### config.mk
export PLATFORM = sky130hd
export DESIGN_NAME = key_event_decoder
export DESIGN_NICKNAME = d
export VERILOG_FILES = /design/src/rtl/key_pkg.sv /design/src/rtl/key_evt_fifo.sv /design/src/rtl/key_event_decoder.sv
export SDC_FILE = /design/constraint.sdc
export NUM_CORES = 1
export LEC_CHECK = 0
export ABC_AREA = 1
export BUFFER_PORTS_ARGS = -buffer_cell sky130_fd_sc_hd__buf_2
export CAP_MARGIN = 20
export CORE_MARGIN = 1.5
export CORE_UTILIZATION = 64
export CTS_CLUSTER_DIAMETER = 40
export CTS_CLUSTER_SIZE = 20
export DETAILED_ROUTE_END_ITERATION = 12
export PLACE_DENSITY = 0.85
export SETUP_SLACK_MARGIN = 0.5
export SYNTH_ARGS = -nofsm -noshare
export SYNTH_HDL_FRONTEND = slang
export SYNTH_SLANG_ARGS = --single-unit
### constraint.sdc
create_clock -name pxl_clk -period 4.73 [get_ports pxl_clk]
set_input_delay 0.946 -clock pxl_clk [delete_from_list [all_inputs] [get_ports pxl_clk]]
set_output_delay 0.946 -clock pxl_clk [all_outputs]
set_load 0.01 [all_outputs]
### src/rtl/key_pkg.sv
// Shared types and key-code constants for the keyboard event decoder.
package key_pkg;

    // Event kinds carried through the event FIFO.
    typedef enum logic [1:0] {
        EVT_PRESS   = 2'd0,
        EVT_RELEASE = 2'd1,
        EVT_REPEAT  = 2'd2
    } evt_type_t;

    // Per-key auto-repeat state.
    typedef enum logic [1:0] {
        REP_IDLE   = 2'd0,
        REP_DELAY  = 2'd1,
        REP_REPEAT = 2'd2
    } rep_state_t;

    // An empty keycode slot.
    localparam logic [7:0] KEY_EMPTY = 8'h00;

    // USB HID usage codes for the arrow keys.
    localparam logic [7:0] KEY_RIGHT = 8'h4F;
    localparam logic [7:0] KEY_LEFT  = 8'h50;
    localparam logic [7:0] KEY_DOWN  = 8'h51;
    localparam logic [7:0] KEY_UP    = 8'h52;

endpackage

### src/rtl/key_evt_fifo.sv
// First-word-fall-through FIFO for decoded key events.
// Head word is shown on rd_data whenever the FIFO is not empty.
module key_evt_fifo #(
    parameter int WIDTH = 4,
    parameter int DEPTH = 8
) (
    input  logic             clk,
    input  logic             reset,
    input  logic             push,
    input  logic [WIDTH-1:0] wr_data,
    input  logic             pop,
    output logic [WIDTH-1:0] rd_data,
    output logic             full,
    output logic             empty
);

    localparam int AW = $clog2(DEPTH);

    logic [WIDTH-1:0] mem_q [DEPTH];
    logic [AW:0]      wr_ptr_q, wr_ptr_d;
    logic [AW:0]      rd_ptr_q, rd_ptr_d;
    logic             do_push, do_pop;

    // Status flags, guarded handshakes and next pointer values.
    always_comb begin
        // NOTE: every signal assigned here gets a value on every path, so no latch is inferred.
        empty    = (wr_ptr_q == rd_ptr_q);
        full     = (wr_ptr_q[AW] != rd_ptr_q[AW]) &&
                   (wr_ptr_q[AW-1:0] == rd_ptr_q[AW-1:0]);
        do_pop   = pop && !empty;
        do_push  = push && (!full || do_pop);
        wr_ptr_d = wr_ptr_q + {{AW{1'b0}}, do_push};
        rd_ptr_d = rd_ptr_q + {{AW{1'b0}}, do_pop};
        rd_data  = empty ? '0 : mem_q[rd_ptr_q[AW-1:0]];
    end

    // Pointer registers; the extra MSB separates full from empty.
    always_ff @(posedge clk) begin
        if (reset) begin
            // NOTE: sequential state uses non-blocking assignments so every flop samples pre-edge values.
            wr_ptr_q <= '0;
            rd_ptr_q <= '0;
        end else begin
            wr_ptr_q <= wr_ptr_d;
            rd_ptr_q <= rd_ptr_d;
        end
    end

    // Storage array write port.
    always_ff @(posedge clk) begin
        // NOTE: the array has no reset; empty pointers make stale words invisible and rd_data reads 0.
        if (do_push) begin
            mem_q[wr_ptr_q[AW-1:0]] <= wr_data;
        end
    end

endmodule

### src/rtl/key_event_decoder.sv
// Keyboard decoder: matches HID keycode slots against configured keys and
// produces held levels, press/release/repeat pulses and a queued event stream.
module key_event_decoder
    import key_pkg::*;
#(
    parameter int                    NUM_SLOTS     = 4,
    parameter int                    NUM_KEYS      = 4,
    parameter logic [NUM_KEYS*8-1:0] KEY_CODES     = {KEY_LEFT, KEY_DOWN, KEY_UP, KEY_RIGHT},
    parameter int                    REPEAT_DELAY  = 30,
    parameter int                    REPEAT_PERIOD = 8,
    parameter int                    EVT_DEPTH     = 8,
    localparam int                   KW            = (NUM_KEYS > 1) ? $clog2(NUM_KEYS) : 1
) (
    input  logic                   pxl_clk,
    input  logic                   reset,
    input  logic [8*NUM_SLOTS-1:0] keycode,
    output logic [NUM_KEYS-1:0]    held,
    output logic [NUM_KEYS-1:0]    press,
    output logic [NUM_KEYS-1:0]    release_p,
    output logic [NUM_KEYS-1:0]    repeat_p,
    output logic                   evt_valid,
    input  logic                   evt_ready,
    output logic [1:0]             evt_type,
    output logic [KW-1:0]          evt_key,
    output logic                   evt_overflow
);

    localparam int REP_MAX = (REPEAT_DELAY > REPEAT_PERIOD) ? REPEAT_DELAY : REPEAT_PERIOD;
    localparam int CW      = $clog2(REP_MAX + 1);
    localparam int EW      = 2 + KW;
    localparam logic [CW-1:0] DELAY_C  = CW'(REPEAT_DELAY);
    localparam logic [CW-1:0] PERIOD_C = CW'(REPEAT_PERIOD);

    logic [8*NUM_SLOTS-1:0] kc_q;
    logic [NUM_KEYS-1:0]    match;
    logic [NUM_KEYS-1:0]    held_q, press_q, release_q, repeat_q;
    logic [NUM_KEYS-1:0]    press_d, release_d, repeat_d;
    logic [NUM_KEYS-1:0]    pend_prs_q, pend_rel_q, pend_rep_q;
    logic [NUM_KEYS-1:0]    pend_prs_d, pend_rel_d, pend_rep_d;
    logic [NUM_KEYS-1:0]    sel_prs, sel_rel, sel_rep;
    logic [NUM_KEYS-1:0]    gnt_prs, gnt_rel, gnt_rep;
    logic                   ovf_q, ovf_d;
    logic                   found, can_push, fifo_pop, fifo_full, fifo_empty;
    evt_type_t              push_type;
    logic [KW-1:0]          push_key;
    logic [EW-1:0]          head;

    // Slot match: a key is down if any slot carries its code.
    always_comb begin
        match = '0;
        for (int i = 0; i < NUM_KEYS; i++) begin
            for (int s = 0; s < NUM_SLOTS; s++) begin
                if (kc_q[8*s +: 8] != KEY_EMPTY && kc_q[8*s +: 8] == KEY_CODES[8*i +: 8]) begin
                    match[i] = 1'b1;
                end
            end
        end
        press_d   = match & ~held_q;
        release_d = ~match & held_q;
    end

    // Per-key auto-repeat FSMs.
    for (genvar k = 0; k < NUM_KEYS; k++) begin : g_rep
        rep_state_t    state_q, state_d;
        logic [CW-1:0] cnt_q, cnt_d;
        logic          rep_d;

        // Next state: release wins, otherwise count towards the next repeat.
        always_comb begin
            state_d = state_q;
            cnt_d   = cnt_q;
            rep_d   = 1'b0;
            if (release_d[k]) begin
                state_d = REP_IDLE;
                cnt_d   = '0;
            end else begin
                case (state_q)
                    REP_IDLE: begin
                        if (press_d[k]) begin
                            state_d = REP_DELAY;
                            cnt_d   = CW'(1);
                        end
                    end
                    REP_DELAY: begin
                        if (cnt_q == DELAY_C) begin
                            rep_d   = 1'b1;
                            state_d = REP_REPEAT;
                            cnt_d   = CW'(1);
                        end else begin
                            cnt_d = cnt_q + CW'(1);
                        end
                    end
                    REP_REPEAT: begin
                        if (cnt_q == PERIOD_C) begin
                            rep_d = 1'b1;
                            cnt_d = CW'(1);
                        end else begin
                            cnt_d = cnt_q + CW'(1);
                        end
                    end
                    default: begin
                        state_d = REP_IDLE;
                        cnt_d   = '0;
                    end
                endcase
            end
        end

        // Repeat FSM state and counter.
        always_ff @(posedge pxl_clk) begin
            if (reset) begin
                state_q <= REP_IDLE;
                cnt_q   <= '0;
            end else begin
                state_q <= state_d;
                cnt_q   <= cnt_d;
            end
        end

        assign repeat_d[k] = rep_d;
    end

    // Arbiter: lowest key first; within a key PRESS, then REPEAT, then RELEASE.
    always_comb begin
        sel_prs   = '0;
        sel_rel   = '0;
        sel_rep   = '0;
        found     = 1'b0;
        push_type = EVT_PRESS;
        push_key  = '0;
        for (int i = 0; i < NUM_KEYS; i++) begin
            if (!found) begin
                if (pend_prs_q[i] || press_q[i]) begin
                    sel_prs[i] = 1'b1;
                    found      = 1'b1;
                    push_type  = EVT_PRESS;
                    push_key   = KW'(i);
                end else if (pend_rep_q[i] || repeat_q[i]) begin
                    sel_rep[i] = 1'b1;
                    found      = 1'b1;
                    push_type  = EVT_REPEAT;
                    push_key   = KW'(i);
                end else if (pend_rel_q[i] || release_q[i]) begin
                    sel_rel[i] = 1'b1;
                    found      = 1'b1;
                    push_type  = EVT_RELEASE;
                    push_key   = KW'(i);
                end
            end
        end
        fifo_pop = evt_valid && evt_ready;
        can_push = !fifo_full || fifo_pop;
        gnt_prs  = can_push ? sel_prs : '0;
        gnt_rep  = can_push ? sel_rep : '0;
        gnt_rel  = can_push ? sel_rel : '0;
        // A granted bit keeps only a second copy that arrived alongside it;
        // an ungranted bit that was already set drops the new pulse.
        pend_prs_d = (gnt_prs & pend_prs_q & press_q)   | (~gnt_prs & (pend_prs_q | press_q));
        pend_rep_d = (gnt_rep & pend_rep_q & repeat_q)  | (~gnt_rep & (pend_rep_q | repeat_q));
        pend_rel_d = (gnt_rel & pend_rel_q & release_q) | (~gnt_rel & (pend_rel_q | release_q));
        ovf_d = ovf_q
              | (|(~gnt_prs & pend_prs_q & press_q))
              | (|(~gnt_rep & pend_rep_q & repeat_q))
              | (|(~gnt_rel & pend_rel_q & release_q));
    end

    // Keycode pipeline, key levels and pulses, pending bits, sticky overflow.
    always_ff @(posedge pxl_clk) begin
        if (reset) begin
            kc_q       <= '0;
            held_q     <= '0;
            press_q    <= '0;
            release_q  <= '0;
            repeat_q   <= '0;
            pend_prs_q <= '0;
            pend_rel_q <= '0;
            pend_rep_q <= '0;
            ovf_q      <= 1'b0;
        end else begin
            kc_q       <= keycode;
            held_q     <= match;
            press_q    <= press_d;
            release_q  <= release_d;
            repeat_q   <= repeat_d;
            pend_prs_q <= pend_prs_d;
            pend_rel_q <= pend_rel_d;
            pend_rep_q <= pend_rep_d;
            ovf_q      <= ovf_d;
        end
    end

    key_evt_fifo #(
        .WIDTH (EW),
        .DEPTH (EVT_DEPTH)
    ) u_fifo (
        .clk     (pxl_clk),
        .reset   (reset),
        .push    (found && can_push),
        .wr_data ({push_type, push_key}),
        .pop     (fifo_pop),
        .rd_data (head),
        .full    (fifo_full),
        .empty   (fifo_empty)
    );

    assign held         = held_q;
    assign press        = press_q;
    assign release_p    = release_q;
    assign repeat_p     = repeat_q;
    assign evt_valid    = !fifo_empty;
    assign evt_type     = head[EW-1:KW];
    assign evt_key      = head[KW-1:0];
    assign evt_overflow = ovf_q;

endmodule

==> results.py, run 1 <==
metrics = {
    "cells_and_area": {
        "diodes": 0,
        "fin_nets": 952,
        "layout_commonest_cell": "nor2_1",
        "areaGrowthSynthToFinish_pct": 14.09,
        "drive_gt1_share_pct": 12.85,
        "layout_common_cells": "146 x nor2_1, 136 x inv_1, 120 x nand2_1, 97 x dfxtp_1, 56 x buf_2",
    },
    "pwr": {
        "p_per_area_mw_per_mm2": 388.7,
        "leakage_nw": 3.334,
        "ir_drop_v": 0.0002963,
    },
    "logic_synthesis": {
        "synth-seq-cells": 129,
        "synth_area_sq_mm": 0.006305,
        "synth_flop_cell": "dfxtp_1",
        "synth_area_leader_cell": "dfxtp_1",
        "yosysTopAreaCellShare_pct": 30.80,
        "synth.distinct_cells": 38,
        "synth_cells": 821,
        "synthTopCellsByArea": "dfxtp_1 31%, edfxtp_1 15%, nor2_1 8.7%, inv_1 8.1%, nand2_1 7.1%",
        "ys_async_sr_fraction_pct": 0,
        "ys_warn_count": 0,
        "synth.net_count": 891,
        "synth_edf_count": 32,
        "avgSynthCellArea_sq_um": 7.679,
        "seq_area_frac_synth_pct": 46.04,
    },
    "drt": {
        "avgRoutedWirePerCell_um": 13.10,
        "first_pass_iters": 6,
        "met1_length_um": 5566,
        "wirelength_um": 13470,
        "first_iter_violations": 465,
        "ant_nets": 0,
        "wl_met2_um": 6848,
        "drc": 0,
        "wl_met3_um": 817,
        "highest_layer": "met4",
        "vias": 5500,
        "via_per_inst": 5.350,
    },
    "setup_path": {
        "reg2reg_from": "u_fifo.rd_ptr_q[0]",
        "worst-setup-path-type": "flop to output pin",
        "cp-end-kind": "output pin",
        "cpMaxStageDelayCell": "dfxtp_1",
        "slowest_delay_ns": 0.69,
        "crit_family": "flip-flops",
        "startpoint_type": "flop",
        "worstReg2RegEnd": "u_fifo.wr_ptr_q[2]",
        "cpMostUsedCell": "nand2_1",
        "path_max_fanout": 19,
        "arrival_ns": 2.33,
        "regToRegSetupSlack_ns": 2.27,
        "critPathRequiredTime_ns": 3.78,
        "cp.buffers_inverters": 3,
        "reg2reg_depth": 11,
        "crit_chain": "inv_4, nand2_2, nand2_1, nor2_2, nand2_1, a21oi_1, inv_1, o21ai_0, a31oi_1, buf_2",
    },
    "run": {
        "drv_cap": 0,
    },
    "floorplanning": {
        "rows": 36,
        "initial_core_util_pct": 65.10,
        "die_y_um": 102.3,
        "pin_count": 57,
        "coreArea_sq_mm": 0.009684,
        "die_w_um": 102.3,
        "die_area_sq_mm": 0.01046,
    },
    "global_route": {
        "grt_remaining_overflow": 0,
        "first_global_vias": 5108,
        "antenna_found_initial": 0,
        "grt_max_degree": 50,
        "grt_pass1_wl_um": 22120,
        "track_usage_pct": 27.08,
    },
    "clocking": {
        "cts_setup_buffers": 0,
        "cts_resized": 0,
        "ctsHoldBuffers": 0,
        "clk_latency_ns": 0.52,
        "clock_sinks": 129,
        "cts-root-buf": "clkbuf_8",
        "ctsHtreeMaxLevel": 4,
        "clk_pin_slew_ns": 0.06,
        "clockBufferDepth": 2,
        "cts_tree": "done",
        "numCtsBuffers": 17,
    },
    "timing": {
        "setup_viol": 0,
        "rsz0062_at_grt": "false",
        "hold_viol": 0,
        "finalHoldWorstSlack_ns": 0.4804,
        "fin_skew_ns": 0.009358,
        "max_freq_ghz": 0.3057,
        "drv_slew": 0,
        "max_slew_margin_pct": 38.66,
        "tns_ns": 0,
        "period_minus_slack_ns": 3.271,
        "fin_crit_sh_pct": 69.16,
        "timing_worst_slew_pin_value_ns": 0.9158,
    },
    "placement": {
        "place_congestion": 0.8798,
        "hpwl_um": 9873,
        "io_buffers": 56,
    },
    "run_status": {
        "status": "finished, final reports clean",
    },
    "worst_hold_path": {
        "hold_start": "held[3]",
        "hold_depth": 1,
        "min_to": "press[3]",
        "hold_class": "flop to flop",
    },
}
## layer usage
layer | vias to the layer above | GRT usage [%]
met5 | - | 0
met4 | 0 | 9.905
met3 | 23 | 6.703
met2 | 178 | 47.17
met1 | 2540 | 32.44
li1 | 2759 | -
## through the flow
step / total power [mW] / utilization [%] / std cells / worst slack (ns) / area [sq um]
3_5_place_dp: 1.672 / 68.93 / 996 / 2.023 / 6675
6_report: 2.796 / 74.28 / 1028 / 1.459 / 7193
5_1_grt: 2.929 / 74.28 / 1028 / 1.217 / 7193
2_1_floorplan: 1.574 / - / 821 / 2.547 / 6305
3_3_place_gp: 1.642 / 68.93 / 996 / 2.143 / 6675
4_1_cts: 2.802 / 74.28 / 1028 / 1.466 / 7193
## worst max path at each step
| stage | start | to | slack (ns) | cells past startpoint |
|---|---|---|---|---|
| finish | u_fifo.rd_ptr_q[0] | evt_type[1] | 1.46 | 10 |
| global route | u_fifo.rd_ptr_q[0] | evt_key[0] | 1.22 | 10 |
| CTS | u_fifo.rd_ptr_q[0] | evt_type[0] | 1.47 | 10 |
| detailed placement | u_fifo.rd_ptr_q[0] | evt_type[0] | 2.02 | 10 |
| global placement | u_fifo.rd_ptr_q[0] | evt_key[1] | 2.14 | 10 |
| floorplan | u_fifo.rd_ptr_q[0] | evt_key[1] | 2.55 | 7 |
## registers in the layout, indices dropped and copies added (netlist names), 4 cells and up
signal and cells:
release_p 4, u_fifo.rd_ptr_q 4, held 4, kc_q 32, pend_rel_q 4, g_rep.cnt_q 20, repeat_p 4, press 4
g_rep.state_q 8, pend_prs_q 4, u_fifo.wr_ptr_q 4, pend_rep_q 4, u_fifo.mem_q 32
## synthesized netlist by cell type (all sizes together), types with 10 or more instances
library cell,n
o22ai,10
dfxtp,97
inv,139
a21oi,47
ha,35
nor2,158
nor3,21
edfxtp,32
nand4,10
nand2,129
o21ai,52
nand3,49
## where the power goes
| group | leakage [nW] | total [mW] | switching (mW) | internal, mW |
|---|---|---|---|---|
| clock network | 0.256 | 1.14 | 0.454 | 0.684 |
| logic | 1.99 | 0.397 | 0.251 | 0.146 |
| registers | 1.09 | 1.26 | 0.0680 | 1.19 |
| total | 3.33 | 2.80 | 0.773 | 2.02 |
## cell families (layout without fill, tap and decap cells)
kind of cell	after synthesis	count (layout)	share of synthesized area (%)
xor gates and xnor gates	5	5	0.6947
buffers and inverters	155	229	9.704
adders and majority gates	35	35	6.946
DFF	129	129	46.04
and+or+nand+nor	371	371	25.84
AOI/OAI and AO/OA	126	126	10.78
## cell type report
cell class	instances	area, sq um
sequential	129	2903
timing repair buffer	57	287.8
multi-input combinational	537	2790
clock buffer	19	421.7
tap	133	166.4
inverter	140	528.0
fill	728	2491
clock inverter	13	96.34
No activity file was read; power rests on OpenSTA's default activity.
==> run 2, diff against run 1 <==
--- a/config.mk
+++ b/config.mk
@@ -5,15 +5,15 @@
 export SDC_FILE = /design/constraint.sdc
 export NUM_CORES = 1
 export LEC_CHECK = 0
-export ABC_AREA = 1
+export ABC_AREA = 0
 export BUFFER_PORTS_ARGS = -buffer_cell sky130_fd_sc_hd__buf_2
 export CAP_MARGIN = 20
 export CORE_MARGIN = 1.5
-export CORE_UTILIZATION = 64
+export CORE_UTILIZATION = 54
 export CTS_CLUSTER_DIAMETER = 40
 export CTS_CLUSTER_SIZE = 20
 export DETAILED_ROUTE_END_ITERATION = 12
-export PLACE_DENSITY = 0.85
+export PLACE_DENSITY = 0.76
 export SETUP_SLACK_MARGIN = 0.5
 export SYNTH_ARGS = -nofsm -noshare
 export SYNTH_HDL_FRONTEND = slang
==> constraint.sdc (replaced) <==
create_clock -name pxl_clk -period 2.9 [get_ports pxl_clk]
set_input_delay 0.58 -clock pxl_clk [delete_from_list [all_inputs] [get_ports pxl_clk]]
set_output_delay 0.58 -clock pxl_clk [all_outputs]
set_load 0.01 [all_outputs]
==> results.py, run 2 <==
metrics = {
    "run_status": {
        "status": "finished, final reports clean",
    },
    "run": {
        "drv_cap": 0,
    },
    "timing": {
        "max_freq_ghz": 0.4259,
        "fin_crit_sh_pct": 80.96,
        "timing_worst_slew_pin_value_ns": 0.7600,
        "worst_slack_ns": 0.5523,
        "hold_viol": 0,
        "setup_viol": 0,
        "max_slew_margin_pct": 49.03,
        "fin_skew_ns": 0.007348,
        "tns_ns": 0,
        "drv_slew": 0,
        "rsz0062_at_grt": "true",
        "period_minus_slack_ns": 2.348,
    },
    "cells_and_area": {
        "fin_nets": 786,
        "drive_gt1_share_pct": 17.01,
        "layout_common_cells": "94 x dfxtp_1, 56 x buf_2, 55 x nor2_1, 48 x nand2_1, 45 x a21oi_1",
        "post-route-util_pct": 64.50,
        "layout_commonest_cell": "dfxtp_1",
        "final_cell_area_sq_mm": 0.007333,
        "diodes": 0,
        "areaGrowthSynthToFinish_pct": 17.08,
    },
    "placement": {
        "pre_cts_ws_ns": 0.5922,
        "post_dp_cell_area_sq_mm": 0.006673,
        "io_buffers": 56,
        "place_congestion": 0.9005,
        "hpwl_um": 9791,
    },
    "global_route": {
        "antenna_found_initial": 0,
        "first_global_vias": 4857,
        "grt_max_degree": 38,
        "grt_remaining_overflow": 0,
        "grt_pass1_wl_um": 23160,
        "track_usage_pct": 23.37,
    },
    "clocking": {
        "clk_pin_slew_ns": 0.06,
        "numCtsBuffers": 17,
        "ctsHtreeMaxLevel": 4,
        "clk_latency_ns": 0.41,
        "clockBufferDepth": 2,
        "cts_tree": "done",
        "ctsHoldBuffers": 0,
        "cts_setup_buffers": 0,
        "cts-root-buf": "clkbuf_16",
        "clock_sinks": 129,
    },
    "setup_path": {
        "worst-setup-path-type": "flop to output pin",
        "cp-end-kind": "output pin",
        "path_max_fanout": 5,
        "startpoint_type": "flop",
        "critPathLaunch": "u_fifo.rd_ptr_q[0]",
        "arrival_ns": 1.77,
        "critPathRequiredTime_ns": 2.32,
        "slowest_delay_ns": 0.51,
        "crit_chain": "buf_8, mux4_2, mux2i_1, nor2_1, buf_2",
        "cpMaxStageDelayCell": "mux4_2",
        "regToRegSetupSlack_ns": 0.65,
        "reg2reg_from": "u_fifo.wr_ptr_q[1]",
    },
    "logic_synthesis": {
        "synth_edf_count": 32,
        "synth.distinct_cells": 67,
        "synth_area_leader_cell": "dfxtp_1",
        "synth_area_sq_mm": 0.006264,
        "synth.net_count": 726,
        "synth_common_cells": "97 x dfxtp_1, 55 x nor2_1, 48 x nand2_1",
        "synth-seq-cells": 129,
        "yosysTopAreaCellShare_pct": 31.00,
        "seq_area_frac_synth_pct": 46.34,
        "avgSynthCellArea_sq_um": 9.548,
        "ys_warn_count": 0,
        "synth_flop_cell": "dfxtp_1",
        "synth_most_common_cell": "dfxtp_1",
        "synthTopCellsByArea": "dfxtp_1 31%, edfxtp_1 15%, ha_1 7.0%, nor2b_1 4.2%, a21oi_1 3.6%",
        "synth_cells": 656,
        "ys_async_sr_fraction_pct": 0,
    },
    "drt": {
        "drc": 0,
        "via_per_inst": 5.826,
        "vias": 5080,
        "wirelength_um": 13560,
        "first_pass_iters": 6,
        "first_iter_violations": 391,
        "avgRoutedWirePerCell_um": 15.55,
        "ant_nets": 0,
    },
    "floorplanning": {
        "die_y_um": 110.7,
        "initial_core_util_pct": 55.09,
        "coreArea_sq_mm": 0.01137,
        "pin_count": 57,
        "rows": 39,
        "die_area_sq_mm": 0.01225,
        "die_w_um": 110.7,
    },
    "worst_hold_path": {
        "hold_class": "input pin to flop",
        "hold_start": "keycode[25]",
    },
    "pwr": {
        "p_per_area_mw_per_mm2": 603.8,
        "ir_drop_v": 0.0004217,
        "leakage_nw": 2.875,
        "fin_total_pwr_mw": 4.428,
    },
}
[run 2: cell count changes after synthesis, moves of 9 or more]
cell and delta:
a31oi_1 +11, clkbuf_1 +13, inv_1 -103, nand2_1 -72, nand2_2 -9, nand3_1 -16, nor2_1 -91, nor2b_1 +42
nor3b_1 +9, o21ai_0 -21
[run 2: kinds of logic (layout without fill, tap and decap cells)]
family,Yosys count,count (layout),share of synthesized area (%)
xor gates and xnor gates,8,8,1.119
DFF,129,129,46.34
AOI/OAI and AO/OA,146,146,14.78
muxes,13,13,3.676
buffers and inverters,57,130,3.675
adders and majority gates,38,38,7.471
and+or+nand+nor,265,265,22.93
[run 2: repair_timing]
item	4_1_cts	5_1_grt
cloned	1	0
gates resized for setup	8	6
endpoints found under the setup margin	5	21
[run 2: worst max-delay path: cells and delay by family, from the launching register on]
family        cells  cell delay (ns)
buf+inv           2             0.26
flops             1             0.37
mux               2             0.66
simple gates      1             0.06
[run 2: routing by layer]
metal,share of wire [%],up-vias,GRT usage (%)
li1,-,2492,-
met1,44,2396,29.77
met2,48,165,38.19
met3,5.6,27,6.452
met4,1.7,0,8.547
met5,0,-,0
[run 2: metrics by stage]
| stage | std cells | hold slack, ns |
|---|---|---|
| 2_1_floorplan | 656 | 0.4599 |
| 3_3_place_gp | 839 | 0.4772 |
| 3_5_place_dp | 839 | 0.4821 |
| 4_1_cts | 872 | 0.3566 |
| 5_1_grt | 872 | 0.3520 |
| 6_report | 872 | 0.3733 |
[run 2: layout make-up]
cell class	count	area (sq um)
clock buffer	20	478.0
clock inverter	12	141.4
sequential	129	2909
tap	143	178.9
fill	881	4036
inverter	34	127.6
timing repair buffer	64	347.8
multi-input combinational	470	3151
[run 2: power by group]
part	leakage (nW)	total [mW]	switching (mW)	internal, mW
registers	1.09	1.91	0.0327	1.88
clock network	0.298	2.19	0.810	1.38
logic	1.49	0.325	0.186	0.139
total	2.87	4.43	1.03	3.40
[run 2: final timing paths]
path | to | depth (start not counted)
max | evt_type[1] | 5
min | kc_q[25] | 2
max reg2reg | u_fifo.mem_q[0][2] | 6
min reg2reg | pend_rel_q[3] | 2
